<file path="config.mk">
export PLATFORM = sky130hd
export DESIGN_NAME = swap_cmd_issuer
export DESIGN_NICKNAME = d
export VERILOG_FILES = /design/src/rtl/swapper_pkg.sv /design/src/rtl/swap_req_fifo.sv /design/src/rtl/swap_cmd_issuer.sv
export SDC_FILE = /design/constraint.sdc
export NUM_CORES = 1
export LEC_CHECK = 0
export ABC_AREA = 1
export BUFFER_PORTS_ARGS = -buffer_cell sky130_fd_sc_hd__buf_2
export CAP_MARGIN = 15
export CORE_ASPECT_RATIO = 0.75
export CORE_MARGIN = 1
export CORE_UTILIZATION = 60
export DETAILED_ROUTE_END_ITERATION = 10
export HOLD_SLACK_MARGIN = 0.05
export PLACE_DENSITY_LB_ADDON = 0.2
export SYNTH_ARGS = -nofsm -noshare
export SYNTH_HDL_FRONTEND = slang
export SYNTH_SLANG_ARGS = --single-unit
</file>
<file path="constraint.sdc">
create_clock -name clk -period 5.9 [get_ports clk]
set_clock_uncertainty 0.2 [all_clocks]
set_input_delay 1.18 -clock clk [delete_from_list [all_inputs] [get_ports clk]]
set_output_delay 1.18 -clock clk [all_outputs]
set_load 0.05 [all_outputs]
</file>
<file path="src/rtl/swapper_pkg.sv">
// Shared definitions for the swap command issuer: FSM encoding and swapper sequence length.
package swapper_pkg;

  typedef enum logic [1:0] {
    IDLE       = 2'd0,
    ISSUE      = 2'd1,
    WAIT_START = 2'd2,
    WAIT_DONE  = 2'd3
  } swap_state_e;

  // Number of cycles the swapper holds its write strobe per sequence.
  localparam int SWAP_SEQ_LEN = 3;

endpackage

</file>
<file path="src/rtl/swap_req_fifo.sv">
// Synchronous request FIFO holding packed {addr_a, addr_b} pairs; pointers wrap naturally.
module swap_req_fifo #(
  parameter  int WIDTH = 8,
  parameter  int DEPTH = 4,
  localparam int PTR_W = $clog2(DEPTH),
  localparam int CNT_W = PTR_W + 1
) (
  input  logic             clk,
  input  logic             reset_n,
  input  logic             push_i,
  input  logic [WIDTH-1:0] wdata_i,
  input  logic             pop_i,
  output logic [WIDTH-1:0] rdata_o,
  output logic [CNT_W-1:0] count_o,
  output logic             full_o,
  output logic             empty_o
);

  logic [WIDTH-1:0] mem_q [DEPTH];
  logic [PTR_W-1:0] wr_ptr_q;
  logic [PTR_W-1:0] rd_ptr_q;
  logic [CNT_W-1:0] count_q;
  logic             push_ok;
  logic             pop_ok;

  assign full_o  = (count_q == CNT_W'(DEPTH));
  assign empty_o = (count_q == '0);
  assign push_ok = push_i && !full_o;
  assign pop_ok  = pop_i && !empty_o;
  assign rdata_o = mem_q[rd_ptr_q];
  assign count_o = count_q;

  // Storage carries no reset; only the pointers and occupancy define validity.
  always_ff @(posedge clk) begin
    if (push_ok) begin
      mem_q[wr_ptr_q] <= wdata_i;
    end
  end

  always_ff @(posedge clk) begin
    if (!reset_n) begin
      wr_ptr_q <= '0;
      rd_ptr_q <= '0;
      count_q  <= '0;
    end else begin
      if (push_ok) begin
        wr_ptr_q <= wr_ptr_q + PTR_W'(1);
      end
      if (pop_ok) begin
        rd_ptr_q <= rd_ptr_q + PTR_W'(1);
      end
      case ({push_ok, pop_ok})
        2'b10:   count_q <= count_q + CNT_W'(1);
        2'b01:   count_q <= count_q - CNT_W'(1);
        default: count_q <= count_q;
      endcase
    end
  end

endmodule

</file>
<file path="src/rtl/swap_cmd_issuer.sv">
// Buffers swap requests and issues one swap pulse per request, holding the address pair for the sequence.
// Handshake: a request transfers on a rising edge where req_valid && req_ready; req_ready depends only on occupancy.
module swap_cmd_issuer
  import swapper_pkg::*;
#(
  parameter  int ADDR_W      = 4,
  parameter  int DEPTH       = 4,
  parameter  int TIMEOUT_CYC = 4,
  localparam int CNT_W       = $clog2(DEPTH) + 1
) (
  input  logic              clk,
  input  logic              reset_n,
  input  logic              req_valid,
  output logic              req_ready,
  input  logic [ADDR_W-1:0] req_addr_a,
  input  logic [ADDR_W-1:0] req_addr_b,
  output logic              swap,
  input  logic              busy_w,
  output logic [ADDR_W-1:0] addr_a,
  output logic [ADDR_W-1:0] addr_b,
  output logic              done,
  output logic              idle,
  output logic [CNT_W-1:0]  count,
  output logic              err,
  output swap_state_e       state_dbg
);

  localparam int TO_W = $clog2(TIMEOUT_CYC + 1);

  swap_state_e         state_q;
  logic                swap_q;
  logic                err_q;
  logic [ADDR_W-1:0]   addr_a_q;
  logic [ADDR_W-1:0]   addr_b_q;
  logic [TO_W-1:0]     to_cnt_q;
  logic [TO_W-1:0]     to_cnt_d;
  logic [2*ADDR_W-1:0] head;
  logic                fifo_full;
  logic                fifo_empty;
  logic                fifo_pop;

  swap_req_fifo #(
    .WIDTH (2 * ADDR_W),
    .DEPTH (DEPTH)
  ) u_fifo (
    .clk     (clk),
    .reset_n (reset_n),
    .push_i  (req_valid),
    .wdata_i ({req_addr_a, req_addr_b}),
    .pop_i   (fifo_pop),
    .rdata_o (head),
    .count_o (count),
    .full_o  (fifo_full),
    .empty_o (fifo_empty)
  );

  // A new pair is only taken while the swapper is quiet, so swap cannot land on an active sequence.
  assign fifo_pop  = (state_q == IDLE) && !fifo_empty && !busy_w;
  assign to_cnt_d  = to_cnt_q + TO_W'(1);

  assign req_ready = !fifo_full;
  assign swap      = swap_q;
  assign addr_a    = addr_a_q;
  assign addr_b    = addr_b_q;
  assign err       = err_q;
  assign done      = (state_q == WAIT_DONE) && !busy_w;
  assign idle      = (state_q == IDLE) && fifo_empty;
  assign state_dbg = state_q;

  always_ff @(posedge clk) begin
    if (!reset_n) begin
      state_q  <= IDLE;
      swap_q   <= 1'b0;
      err_q    <= 1'b0;
      addr_a_q <= '0;
      addr_b_q <= '0;
      to_cnt_q <= '0;
    end else begin
      swap_q <= 1'b0;
      case (state_q)
        IDLE: begin
          if (fifo_pop) begin
            addr_a_q <= head[2*ADDR_W-1:ADDR_W];
            addr_b_q <= head[ADDR_W-1:0];
            swap_q   <= 1'b1;
            state_q  <= ISSUE;
          end
        end
        ISSUE: begin
          to_cnt_q <= '0;
          state_q  <= WAIT_START;
        end
        WAIT_START: begin
          if (busy_w) begin
            state_q <= WAIT_DONE;
          end else if (to_cnt_d == TO_W'(TIMEOUT_CYC)) begin
            err_q   <= 1'b1;
            state_q <= IDLE;
          end else begin
            to_cnt_q <= to_cnt_d;
          end
        end
        WAIT_DONE: begin
          if (!busy_w) begin
            state_q <= IDLE;
          end
        end
        default: state_q <= IDLE;
      endcase
    end
  end

endmodule

</file>
==> metrics.txt, run 1 <==
clk buf depth=2; Startpoint Class=input port; n_diodes=0; largest net degree at the start of global routing=19; I/O Pins=30; Vias/cell=5.21; synth top area cells=edfxtp_1 (43%), dfxtp_1 (20%), nor2_1 (7.1%), o21ai_0 (7.0%), ha_1 (3.9%); Port-buffer cells=29; Reg2Reg Setup Slack=3530 ps; CTS resizes=0; Worst Path Max Fanout=5; total wire length=~4100 um; Hold Buf Count CTS=0; worst vdd ir=0.398 mV; P per Cell Area=491 nW/um^2; top cell type by total area after synthesis=edfxtp_1; commonest cells in the netlist=nor2_1 (42), edfxtp_1 (32), o21ai_0 (31), dfxtp_1 (22), inv_1 (20); Yosys top cell area share=0.433; htree depth=2; Final Cell Area=2490 um^2; initial antenna violation count=0; vias post-DR=1542; Setup-failing EPs final=0; global placer's final weighted congestion=0.728; count of unique library cells instantiated by Yosys=24; highest clock rate=0.317 GHz; kind of critical path=in2out; RSZ-0062 raised after global routing=no; hold crit path type=reg2reg; Seq/Total Area, Yosys=0.631; CTS buffer count=5; first-pass GRT wire length=6470 um; Avg WL per Cell=14.0 um; Max-Cap Viols=0; met2 GRT Util=0.368; die area=3950 um^2; critical path arrival=1770 ps; CTS clk-pin slew, worst paths=about 90 ps; crit path time final=3150 ps; required time worst endpoint=4520 ps; syn avg cell area=10.3 um^2; Yosys reg bits=54; GRT Total Usage=0.235; actual slew at the worst max-slew pin=824 ps; first-pass iteration count of the detailed router=4; Starting Density=0.653; EDFF count, synth=32; Lkg Pwr=0.00102 uW; P&R area growth vs syn=12.2%; Max transition margin=0.449; Crit. End Element=primary output; status=finished clean; syn nets=between 200 and 250; row count=18; global route hottest layer=met2; YS warnings=0; dpl ws=2720 ps; met1 Use GR=0.314; Layout Nets=between 200 and 300; Netlist Area Pre-Place=2220 um^2; setup TNS=0 ps; Clock Sinks=54; drt drc=0; Post-Syn Instances=approximately 220; DP Wirelength=around 2800 um; GRT met3 Usage=0.0773; share of cells above drive strength 1=0.195; post-route worst setup slack=around 2700 ps; Total Power=approximately 1200 uW; 1st-iter DRT viols=94; Overflow after GRT=0; Die W=between 70 and 80 um; dpl cell area=2380 um^2; Die H=54.7 um; number of hold violations in the final report=0; Final ANT Viol Nets=0; root buf cell=clkbuf_8; crit share post-route=0.534; prevailing post-synth register cell=edfxtp_1; Max Transition Viols Final=0; CTS tree=yes; fraction of registers with async set/reset=0; vias in the first global route=1388; Post-CTS Repair Setup Buffers=0; Clock Latency Late Sink=300 ps; core area=between 3000 and 4000 um^2; most numerous cell in the Yosys netlist=nor2_1
## layout by cell type, fill, tap and decap left out
cell type / n
a21oi_1: 11
a21oi_2: 1
a31oi_1: 1
buf_2: 29
bufinv_16: 1
clkbuf_1: 2
clkbuf_8: 5
dfxtp_1: 22
edfxtp_1: 32
fa_1: 1
ha_1: 7
inv_1: 20
inv_2: 5
nand2_1: 11
nand2_2: 5
nand3_1: 6
nand4_2: 1
nor2_1: 42
nor2_2: 1
nor3_1: 2
o21ai_0: 31
o21ai_1: 2
o22ai_1: 8
## sequential cells by signal, summed over array words and instances (netlist names)
| signal | flops |
|---|---|
| u_fifo.wr_ptr_q | 2 |
| swap | 1 |
| to_cnt_q | 3 |
| addr_a | 4 |
| addr_b | 4 |
| u_fifo.rd_ptr_q | 2 |
| u_fifo.count_o | 3 |
| state_dbg | 2 |
| err | 1 |
| u_fifo.mem_q | 32 |
## routing by layer
| metal | up-vias | share of wire |
|---|---|---|
| met5 | - | 0 |
| met1 | 703 | 0.48 |
| met2 | 45 | 0.46 |
| met4 | 0 | 0.0046 |
| met3 | 2 | 0.055 |
| li1 | 792 | - |
## report_power, final
group          total, uW  switching [uW]  leakage (uW)  internal (uW)
clock                238             110     0.0000524            127
sequential           517            50.4      0.000474            466
combinational        468             353      0.000489            115
## final timing paths
kind / from / endpoint / depth (start not counted)
max: busy_w / done / 3
min: err / err / 2
max reg2reg: u_fifo.count_o[0] / u_fifo.count_o[2] / 11
min reg2reg: err / err / 2
## logic make-up (layout without fill, tap and decap cells)
family / count (synthesis) / after routing / share of synthesized area
and+or+nand+nor: 68 / 68 / 0.130
AOI/OAI and AO/OA: 54 / 54 / 0.128
DFF: 54 / 54 / 0.631
buffers and inverters: 31 / 62 / 0.0620
adders and majority gates: 8 / 8 / 0.0484
## worst max-delay path: stages
cell	delay, ps
buf_2	130
nor3_1	170
buf_2	280
## stage by stage
stage / std cells / hold WS [ps] / util
after floorplan: 215 / 254 / -
after detailed placement: 288 / 257 / 0.701
after CTS: 296 / 278 / 0.733
final: 296 / 272 / 0.733
after global routing: 296 / 320 / 0.733
after global placement: 288 / 249 / 0.701
## area by class of cell
cell class                 instances  area [um^2]
sequential                        54         1400
fill                             255          910
multi-input combinational        130          682
timing repair buffer              29          145
inverter                          25         93.8
clock buffer                       7         76.3
tap                               50         62.6
clock inverter                     1         30.0
No activity file was read; power rests on OpenSTA's default activity.
==> run 2, diff against run 1 <==
CORE_UTILIZATION = 51   (was 60)
clock period = 2.8 ns   (was 5.9 ns; I/O delays follow)
==> run 2 against run 1 <==
Total power rose by 100%. Sequential share of layout area fell by 0.056 points. Register-to-register slack got worse by 2900 ps. Critical endpoint is now u_fifo.count_o[2].
==> metrics.txt, run 2 (same netlist as run 1, synthesis figures left out) <==
status=finished clean (unchanged); Reg2Reg Setup Slack=610 ps (was 3530 ps); Non-Filler Instances=304 (was 296); Lkg Pwr=0.00102 uW (about the same); GRT Total Usage=0.185 (was 0.235); Setup-failing EPs final=0 (unchanged); Vias/cell=4.96 (was 5.21); number of hold violations in the final report=0 (unchanged); I/O Pins=30 (unchanged); hold crit path type=in2reg (was reg2reg); worst vdd ir=0.413 mV (was 0.398 mV); highest clock rate=0.457 GHz; crit share post-route=0.781; most flop-heavy register=u_fifo.mem_q (unchanged); Startpoint Class=register (was input port); share of cells above drive strength 1=0.201 (was 0.195); actual slew at the worst max-slew pin=763 ps (was 824 ps); row count=20 (was 18); Port-buffer cells=29 (unchanged); Clock Latency Late Sink=300 ps (about the same); CTS buffer count=5 (unchanged); Starting Density=0.541 (was 0.653); Cells after DPL=296 (was 288); Overflow after GRT=0 (unchanged); first-pass iteration count of the detailed router=4 (unchanged); CTS resizes=0 (unchanged); FILL cells=345 (was 255); CTS clk-pin slew, worst paths=90 ps (about the same); Clock Sinks=54 (unchanged); vias post-DR=1509 (was 1542); Max-Cap Viols=0 (unchanged); Final ANT Viol Nets=0 (unchanged); kind of critical path=reg2reg (was in2out); Die H=59.2 um (was 54.7 um); P per Cell Area=988 nW/um^2 (was 491 nW/um^2); Die W=78.2 um (was 72.3 um); Util after Layout=0.608 (was 0.733); 1st-iter DRT viols=68 (was 94); required time worst endpoint=2800 ps (was 4520 ps); die area=4630 um^2 (was 3950 um^2); Total Power=2460 uW (was 1220 uW); initial antenna violation count=0 (unchanged); drt drc=0 (unchanged); core area=4100 um^2 (was 3400 um^2); RSZ-0062 raised after global routing=no (unchanged); crit path time final=about 2200 ps; Worst Path Max Fanout=10 (was 5); vias in the first global route=1304 (was 1388); Max Transition Viols Final=0 (unchanged); Avg WL per Cell=12.4 um (was 14.0 um); largest net degree at the start of global routing=19 (unchanged); Max transition margin=0.489 (was 0.449); clk buf depth=2 (unchanged); most frequent cells in the layout=nor2_1 (42), edfxtp_1 (32), o21ai_0 (31) (unchanged); post-route worst setup slack=614 ps (was 2750 ps); max FFs per register=32 (unchanged); n_diodes=0 (unchanged); critical path arrival=2190 ps (was 1770 ps); Layout Nets=268 (was 265); CTS tree=yes (unchanged); Hold Buf Count CTS=0 (unchanged); commonest non-fill, non-tap cell in the layout=nor2_1 (unchanged); Crit. End Element=register (was primary output); global placer's final weighted congestion=0.768 (was 0.728); first-pass GRT wire length=6300 um (was 6470 um); Post-CTS Repair Setup Buffers=0 (unchanged); DP Wirelength=2650 um (was 2820 um); total wire length=3780 um (was 4130 um); P&R area growth vs syn=12.3% (was 12.2%); setup TNS=0 ps (unchanged); root buf cell=clkbuf_8 (unchanged); htree depth=2 (unchanged); dpl ws=412 ps (was 2720 ps)
run 2: worst max-delay path, cell delays in order (launching register included):
cell	delay [ps]
dfxtp_1	370
inv_1	100
nand3_1	120
nand2_2	80
inv_2	140
ha_1	180
inv_1	60
fa_1	370
a21oi_1	140
o21ai_0	110
o21ai_0	160
a21oi_1	50
run 2: stage by stage:
stage / instance area, um^2 / hold WS, ps
final: 2490 / 271
after global routing: 2490 / 267
after CTS: 2490 / 265
after floorplan: 2220 / 254
after global placement: 2410 / 258
after detailed placement: 2410 / 259
run 2: layer usage:
| metal | track usage | wire length (um) | vias to the layer above | part of all wire |
|---|---|---|---|---|
| met3 | 0.0462 | 251 | 5 | 0.066 |
| met2 | 0.264 | 1590 | 32 | 0.42 |
| li1 | - | - | 798 | - |
| met1 | 0.273 | 1890 | 674 | 0.50 |
| met4 | 0.0714 | 46 | 0 | 0.012 |
| met5 | 0 | 0 | - | 0 |
run 2: area by class of cell:
cell class	instances	area, um^2	share of cell area
sequential	54	1400	0.562
multi-input combinational	130	682	0.273
timing repair buffer	32	168	0.0672
inverter	25	93.8	0.0376
clock buffer	5	68.8	0.0276
tap	55	68.8	0.0276
clock inverter	3	11.3	0.00452
run 2: power by group:
| part | internal, uW | switching (uW) |
|---|---|---|
| combinational | 256 | 724 |
| clock | 168 | 235 |
| sequential | 982 | 98.9 |
| total | 1410 | 1060 |
run 2: final timing paths:
path                                        start  depth (start not counted)            endpoint
worst min-delay path                req_addr_b[0]                          1  u_fifo.mem_q[1][0]
worst max-delay path            u_fifo.count_o[0]                         11   u_fifo.count_o[2]
worst min register to register  u_fifo.count_o[0]                          1   u_fifo.count_o[0]
worst max register to register  u_fifo.count_o[0]                         11   u_fifo.count_o[2]
